File: src/rtl/async_pkg.sv
// Shared definitions for the clocked-to-async handshake blocks:
// FSM state encoding and a ceiling-log2 helper for sizing counters.
package async_pkg;

    typedef enum logic [1:0] {
        ST_IDLE = 2'd0,
        ST_RISE = 2'd1,
        ST_FALL = 2'd2
    } state_t;

    function automatic int clog2(input int value);
        int result;
        int rem;
        result = 0;
        rem    = value - 1;
        while (rem > 0) begin
            result = result + 1;
            rem    = rem >> 1;
        end
        return clog2_floor1(result);
    endfunction

    // A one-entry structure still needs a one-bit index.
    function automatic int clog2_floor1(input int bits);
        return (bits < 1) ? 1 : bits;
    endfunction

endpackage

File: src/rtl/sync_ff.sv
// Bank of independent multi-flop synchronisers, one chain per bit,
// all flops cleared by the asynchronous reset.
module sync_ff #(
    parameter int W      = 1,
    parameter int STAGES = 2
) (
    input  logic         clk,
    input  logic         rst,
    input  logic [W-1:0] d,
    output logic [W-1:0] q
);

    generate
        for (genvar gi = 0; gi < W; gi++) begin : g_bit
            logic [STAGES-1:0] pipe_reg;

            always_ff @(posedge clk or posedge rst) begin
                if (rst) begin
                    pipe_reg <= '0;
                end else begin
                    pipe_reg <= {pipe_reg[STAGES-2:0], d[gi]};
                end
            end

            assign q[gi] = pipe_reg[STAGES-1];
        end
    endgenerate

endmodule

File: src/rtl/sync_fork_tx.sv
// Clocked valid/ready source driving a 4-phase bundled-data request fork
// to OUT_NUM asynchronous consumers, joining their acks before each phase advances.
module sync_fork_tx
    import async_pkg::*;
#(
    parameter int OUT_NUM     = 2,
    parameter int DATA_W      = 8,
    parameter int SYNC_STAGES = 2,
    parameter int TIMEOUT_W   = 16
) (
    input  logic               clk,
    input  logic               rst,
    input  logic               in_valid,
    output logic               in_ready,
    input  logic [DATA_W-1:0]  in_data,
    input  logic [OUT_NUM-1:0] in_mask,
    output logic [OUT_NUM-1:0] req,
    output logic [DATA_W-1:0]  data,
    input  logic [OUT_NUM-1:0] ack,
    output logic               done,
    output logic               err,
    input  logic               err_clr
);

    localparam logic [TIMEOUT_W-1:0] WDOG_MAX = '1;
    localparam logic [TIMEOUT_W-1:0] WDOG_ONE = TIMEOUT_W'(1);

    state_t               state_reg, state_next;
    logic [OUT_NUM-1:0]   req_reg, req_next;
    logic [OUT_NUM-1:0]   mask_reg;
    logic [DATA_W-1:0]    data_reg;
    logic                 done_reg, done_next;
    logic                 err_reg, err_next;
    logic                 in_ready_reg, in_ready_next;
    logic [TIMEOUT_W-1:0] wdog_reg, wdog_next;
    logic [SYNC_STAGES-1:0] prime_reg;
    logic                 load;
    logic                 err_set;

    logic [OUT_NUM-1:0]   ack_s;
    logic [OUT_NUM-1:0]   act;
    logic                 primed;

    sync_ff #(
        .W      (OUT_NUM),
        .STAGES (SYNC_STAGES)
    ) u_ack_sync (
        .clk (clk),
        .rst (rst),
        .d   (ack),
        .q   (ack_s)
    );

    assign act = ack_s & mask_reg;

    // The synchroniser outputs read zero straight out of reset regardless of
    // the real ack levels, so accept stays blocked until the chain has refilled.
    assign primed = prime_reg[SYNC_STAGES-1];

    assign in_ready = in_ready_reg && (ack_s == '0) && (state_reg == ST_IDLE);

    always_comb begin
        state_next = state_reg;
        req_next   = req_reg;
        done_next  = 1'b0;
        load       = 1'b0;

        case (state_reg)
            ST_IDLE: begin
                if (in_valid && in_ready) begin
                    load = 1'b1;
                    if (in_mask != '0) begin
                        req_next   = in_mask;
                        state_next = ST_RISE;
                    end else begin
                        done_next = 1'b1;
                    end
                end
            end
            ST_RISE: begin
                if (act == mask_reg) begin
                    req_next   = '0;
                    state_next = ST_FALL;
                end
            end
            ST_FALL: begin
                if (act == '0) begin
                    done_next  = 1'b1;
                    state_next = ST_IDLE;
                end
            end
            default: begin
                req_next   = '0;
                state_next = ST_IDLE;
            end
        endcase

        in_ready_next = primed && (state_next == ST_IDLE) && (ack_s == '0);
    end

    // Watchdog restarts on every phase change and only runs while a phase is pending.
    always_comb begin
        wdog_next = wdog_reg;
        err_set   = 1'b0;
        if (state_next != state_reg) begin
            wdog_next = '0;
        end else if ((state_reg != ST_IDLE) && (wdog_reg != WDOG_MAX)) begin
            wdog_next = wdog_reg + WDOG_ONE;
            err_set   = (wdog_next == WDOG_MAX);
        end

        err_next = err_reg;
        if (err_set) begin
            err_next = 1'b1;
        end else if (err_clr) begin
            err_next = 1'b0;
        end
    end

    always_ff @(posedge clk or posedge rst) begin
        if (rst) begin
            state_reg    <= ST_IDLE;
            req_reg      <= '0;
            done_reg     <= 1'b0;
            err_reg      <= 1'b0;
            in_ready_reg <= 1'b0;
            wdog_reg     <= '0;
            prime_reg    <= '0;
        end else begin
            state_reg    <= state_next;
            req_reg      <= req_next;
            done_reg     <= done_next;
            err_reg      <= err_next;
            in_ready_reg <= in_ready_next;
            wdog_reg     <= wdog_next;
            prime_reg    <= {prime_reg[SYNC_STAGES-2:0], 1'b1};
        end
    end

    // Payload and branch set only change on accept, so data stays bundled
    // with req for the whole rise and fall.
    always_ff @(posedge clk or posedge rst) begin
        if (rst) begin
            mask_reg <= '0;
            data_reg <= '0;
        end else if (load) begin
            mask_reg <= in_mask;
            data_reg <= in_data;
        end
    end

    assign req  = req_reg;
    assign data = data_reg;
    assign done = done_reg;
    assign err  = err_reg;

endmodule

File: config.mk
export PLATFORM = sky130hd
export DESIGN_NAME = sync_fork_tx
export DESIGN_NICKNAME = d
export VERILOG_FILES = /design/src/rtl/async_pkg.sv /design/src/rtl/sync_ff.sv /design/src/rtl/sync_fork_tx.sv
export SDC_FILE = /design/constraint.sdc
export NUM_CORES = 1
export LEC_CHECK = 0
export ABC_AREA = 1
export BUFFER_PORTS_ARGS = -buffer_cell sky130_fd_sc_hd__buf_4
export CORE_UTILIZATION = 37
export DETAILED_ROUTE_END_ITERATION = 16
export GPL_TIMING_DRIVEN = 0
export PLACE_DENSITY_LB_ADDON = 0.3
export SYNTH_ARGS = -nofsm -noshare
export SYNTH_HDL_FRONTEND = slang
export SYNTH_SLANG_ARGS = --single-unit
File: constraint.sdc
create_clock -name clk -period 4.5 [get_ports clk]
set_input_delay 0.9 -clock clk [delete_from_list [all_inputs] [get_ports clk]]
set_output_delay 0.9 -clock clk [all_outputs]
set_load 0.1 [all_outputs]
# Word-level counts from Yosys, hierarchy flattened
# Index checks and enable logic that the tools add are counted.
word_totals:
  regBits: 39
  input_bits: 16
  elab_cells: 59
op_classes:
  n_addsub: 1
  eq_ne: 9
  mux: 21
  n_bitwise: 2
  n_reduce_logical: 15
ops:
  columns: ["op", "count"]
  rows:
  - ["two-way mux 16 bit", 2]
  - ["adder 16 x 1 -> 16 bit, second input constant", 1]
  - ["== test 16 bit, second input constant", 1]
  - ["!= test 16 bit, second input constant", 1]
  - ["two-way mux 2 bit", 7]
  - ["one-hot mux 2 bit (3 select lines)", 2]
  - ["two-way mux 1 bit", 9]
  - ["logical NOT 2 bit", 4]
  - ["nonzero test 2 bit", 4]
  - ["logical AND 1 bit", 6]
  - ["!= test 2 x 1 -> 1 bit, second input constant", 2]
  - ["AND reduction 4 bit", 1]
  - ["AND 2 bit", 1]
  - ["== test 2 x 1 -> 1 bit, second input constant", 1]
  - ["== test 2 bit", 1]
  - ["== test 2 bit, second input constant", 1]
  - ["!= test 2 bit", 1]
  - ["!= test 2 bit, second input constant", 1]
  - ["one-hot mux 1 bit (2 select lines)", 1]
  - ["inverter 1 bit", 1]

# Logic depth before layout (Yosys ltp)
logic_depth:
  ltp_word: 9
  depth_mapped: 11

# Cells and area by module
# From an unflattened synthesis, not the netlist that was laid out.
unflattened:
  hier_cells: 268
  area_unflattened_um2: 2082.0
by_module_without_submodules:
  columns: ["module", "instances", "cells_per_inst", "area_per_inst_um2"]
  rows:
  - ["sync_fork_tx", 1, 261, 1963.1]
  - ["sync_ff", 1, 7, 118.9]

# Worst setup path before layout
# No wires, ideal clock.
synth_path:
  path_type: "reg2out"
  from: "reg u_ack_sync.g_bit[0].pipe_reg[1]"
  to: "out in_ready"
  arrival_time_ns: 1.443
  required_ns: 3.600
  slack_ns: 2.157
  stages_incl_launch_ff: 3
  n_path_buf: 0
  path_cell_list: "dfrtp_1 -> or2_4 -> nor3_4"
synth_via:
  elab_chain_cells: 3
synth_lines:
  columns: ["element", "line", "rtl"]
  rows:
  - ["from (decl)", "sync_ff.sv:15", "logic [STAGES-1:0] pipe_reg;"]
  - ["from (signal assigned)", "sync_ff.sv:21", "pipe_reg <= {pipe_reg[STAGES-2:0], d[gi]};"]
  - ["logical NOT 2 bit", "sync_fork_tx.sv:60", "assign in_ready = in_ready_reg && (ack_s == '0) && (state_reg == ST_IDLE);"]
  - ["logical AND 1 bit (2 in a row)", "sync_fork_tx.sv:60", null]
  - ["to (decl)", "sync_fork_tx.sv:14", "output logic in_ready,"]
# No other way between the ends.

# Worst setup path after layout
layout_path:
  from: "reg state_reg[0]"
  to: "out in_ready"
layout_via:
  elab_chain_cells: 2
layout_lines:
  columns: ["element", "line", "rtl"]
  rows:
  - ["from (decl)", "sync_fork_tx.sv:28", "state_t state_reg, state_next;"]
  - ["from (signal assigned)", "sync_fork_tx.sv:130", "state_reg <= state_next;"]
  - ["logical NOT 2 bit", "sync_fork_tx.sv:60", null]
  - ["logical AND 1 bit", "sync_fork_tx.sv:60", null]
# No other way between the ends.

==> results.md <==
- RSZ-0062 raised after global routing: false
- Clock root buffer: clkbuf_8
- Port Buf Inserts: 28
- Share of cells above drive strength 1: 0.232
- Worst-Margin Slew: 789 ps
- Pleak: 1.17 nW
- Synth Warn #: 0
- Clock Latency Late Sink: 290 ps
- Ratio of final minimum period to clock period: 0.539
- Fin crit period: 2420 ps
- Vias: 1670
- Hold buffers post-CTS: 0
- Hold Path Class: reg2reg
- Antenna violations before repair: 0
- Switch share: 0.362
- Worst path max stage delay: 420 ps
- Worst Reg-to-Reg Cells: 9
- Vias in the first global route: 1635
- Synth Area in Compound Gates: 0.109
- Setup violators final: 0
- MaxCap Viol Count: 0
- Worst path required time: 3600 ps
- Synthesized net count: 262
- Gate power share: 0.263
- Main synth FF type: dfrtp_1
- Synth unique cells: 40
- Die area: 0.00585 mm^2
- Tot GR Track Use: 0.163
- FILL cells: 495
- Synth Area in XOR/XNOR: 0.0171
- Post-cts gate resize count: 0
- Hold WS: 352 ps
- Max-slew violations: 0
- Internal power: 0.650 mW
- Worst Path Max Fanout: 4
- CTS Buf Count: 5
- Max FFs per register: 16
- Detailed placement HPWL: 3010 um
- Core ar.: 0.00524 mm^2
- Cells after synthesis: 244
- Adder-Cell Fraction of Synth Area: 0.0122
- Post-Syn Area: 0.00205 mm^2
- Cell count along the critical path: 4
- First-pass GRT wire length: 7410 um
- Grt total ovfl: 0
- Worst path buffer plus inverter count: 2
- Worst EP arrival: 1520 ps
- CTS tree: yes
- PD cells: 413 mW/mm^2
- Post-CTS setup buffer count: 0
- Asr flop ratio synth: 1.00
- P_sw: 0.370 mW
- Post-route setup TNS: 0 ps
- Post-synth EDFFs: 0
- Critical path's top delay family: buffers and inverters
- Setup crit start kind: flop
- DR pass1 iterations: 4
- Clk_skew: 3.71 ps
- CP max stage cell: dfrtp_1
- Ports: 29
- Final WL: 4140 um
- Largest family of logic cells by synthesized area: simple AND/OR/NAND/NOR gates
- Sequential area share after synthesis: 0.475
- Register share of total power: 0.431
- # diodes: 0
- DR iter-0 viols: 82
- Outcome: completed
- Fin area: 0.00247 mm^2
- Synth-to-layout area growth: 20.4%
- Final Wtd Congestion: 0.815
- Critical setup path kind: reg2out
- DR DRC count: 0
- Simple-gate area share of the yosys netlist: 0.321
- Worst-path cell chain: inv_2 > nand2_2 > nor3_4 > buf_4
- Total power: 1.02 mW
- Worst VDD drop: 0.269 mV
- Placed Instance Area: 0.00235 mm^2
- Dpl cells: 342
- CTS H-tree depth: 2
- Row Count: 26
- Number of routed nets with antenna violations: 0
- Syn_area_per_cell: 8.41 um^2
- Fmax: 0.412 GHz
- Clk sinks: 39
- Initial Util: 0.392
- Clock Path Buffers: 2
- Final Hold Fails: 0
- Relative slew margins: 0.473
- Fin cells: 350
- Hold depth: 0
- Mux contribution to synthesized area: 0
- Die height: 76.5 um
- Reg2reg setup slack: 2720 ps
- #FFs+latches synth: 39
- Post-DR vias/cell: 4.77
- Clock network power share: 0.306
- Layout Nets: 297
- CP Capture Type: primary output
- Wire per inst: 11.8 um
- Largest net degree at the start of global routing: 40
- Width of the die: 76.5 um
- Worst-path clk slew: 80 ps
area by class of cell:
type                       instances  area [um^2]  share of cell area
sequential                        39          976               0.395
multi-input combinational        173          946               0.383
timing repair buffer              28          210              0.0850
inverter                          30          115              0.0466
tap                               70         87.6              0.0354
clock buffer                       6         82.6              0.0334
clock inverter                     2         38.8              0.0157
buffer                             2         16.3             0.00658
power by group through the flow:
stage | sequential, mW | combinational (mW) | clock (mW)
2_1_floorplan | 0.555 | 0.0920 | 0
3_3_place_gp | 0.445 | 0.266 | 0
5_1_grt | 0.446 | 0.292 | 0.337
4_1_cts | 0.439 | 0.270 | 0.322
6_report | 0.439 | 0.268 | 0.312
3_5_place_dp | 0.444 | 0.270 | 0
per-layer routing:
metal | vias to the layer above | track usage | part of all wire
met4 | 0 | 0.0769 | 0.020
met2 | 48 | 0.257 | 0.45
met5 | - | 0 | 0
met3 | 8 | 0.0371 | 0.055
met1 | 757 | 0.210 | 0.47
li1 | 857 | - | -
stage by stage:
stage / utilization / setup WS [ps]
CTS: 0.472 / 2050
global placement: 0.449 / 2150
detailed placement: 0.449 / 2400
global route: 0.472 / 1970
floorplan: - / 2160
finish: 0.472 / 2080
cells in the final DEF, fill, tap and decap left out, drive strengths merged, types with 3 or more instances in the layout:
cell type,n
nand2,77
dfrtp,39
inv,31
buf,30
nor2,26
o21ai,17
nand3,15
a21oi,6
o31ai,6
clkbuf,6
nand4,5
xor2,3
nor3,3
synthesized netlist by cell type (2+ instances only):
cell type  count  share of area
nor2_1        19          0.035
a21oi_1        6          0.015
inv_1         26          0.048
nand2_2        3         0.0091
inv_2          3         0.0055
ha_1           2          0.012
dfrtp_1       39           0.48
o22ai_1        2         0.0061
nand4_1        5          0.015
o21ai_1        6          0.015
nand3_1       13          0.032
o21ai_2        2         0.0085
nand2_4        2          0.011
nor2_4         2          0.011
nor2_2         4          0.012
nand2_1       71           0.13
xor2_1         3          0.013
o21ai_0        9          0.022
o31ai_1        6          0.022
logic make-up after synthesis:
group / count (synthesis)
buffers and inverters: 32
DFF: 39
other: 1
adders and majority gates: 2
xor gates and xnor gates: 4
and+or+nand+nor: 130
AOI/OAI and AO/OA: 36
final timing paths:
check                                        startpoint                        to
min in group asynchronous                           rst       data[5]$_DFFE_PP0P_
worst max register to register  wdog_reg[1]$_DFFE_PP0P_  wdog_reg[13]$_DFFE_PP0P_
worst max-delay path             state_reg[0]$_DFF_PP0_                  in_ready
max in group asynchronous                           rst   wdog_reg[5]$_DFFE_PP0P_
worst min-delay path             prime_reg[0]$_DFF_PP0_    prime_reg[1]$_DFF_PP0_
worst min register to register   prime_reg[0]$_DFF_PP0_    prime_reg[1]$_DFF_PP0_
Power figures use the tool's default switching activity.
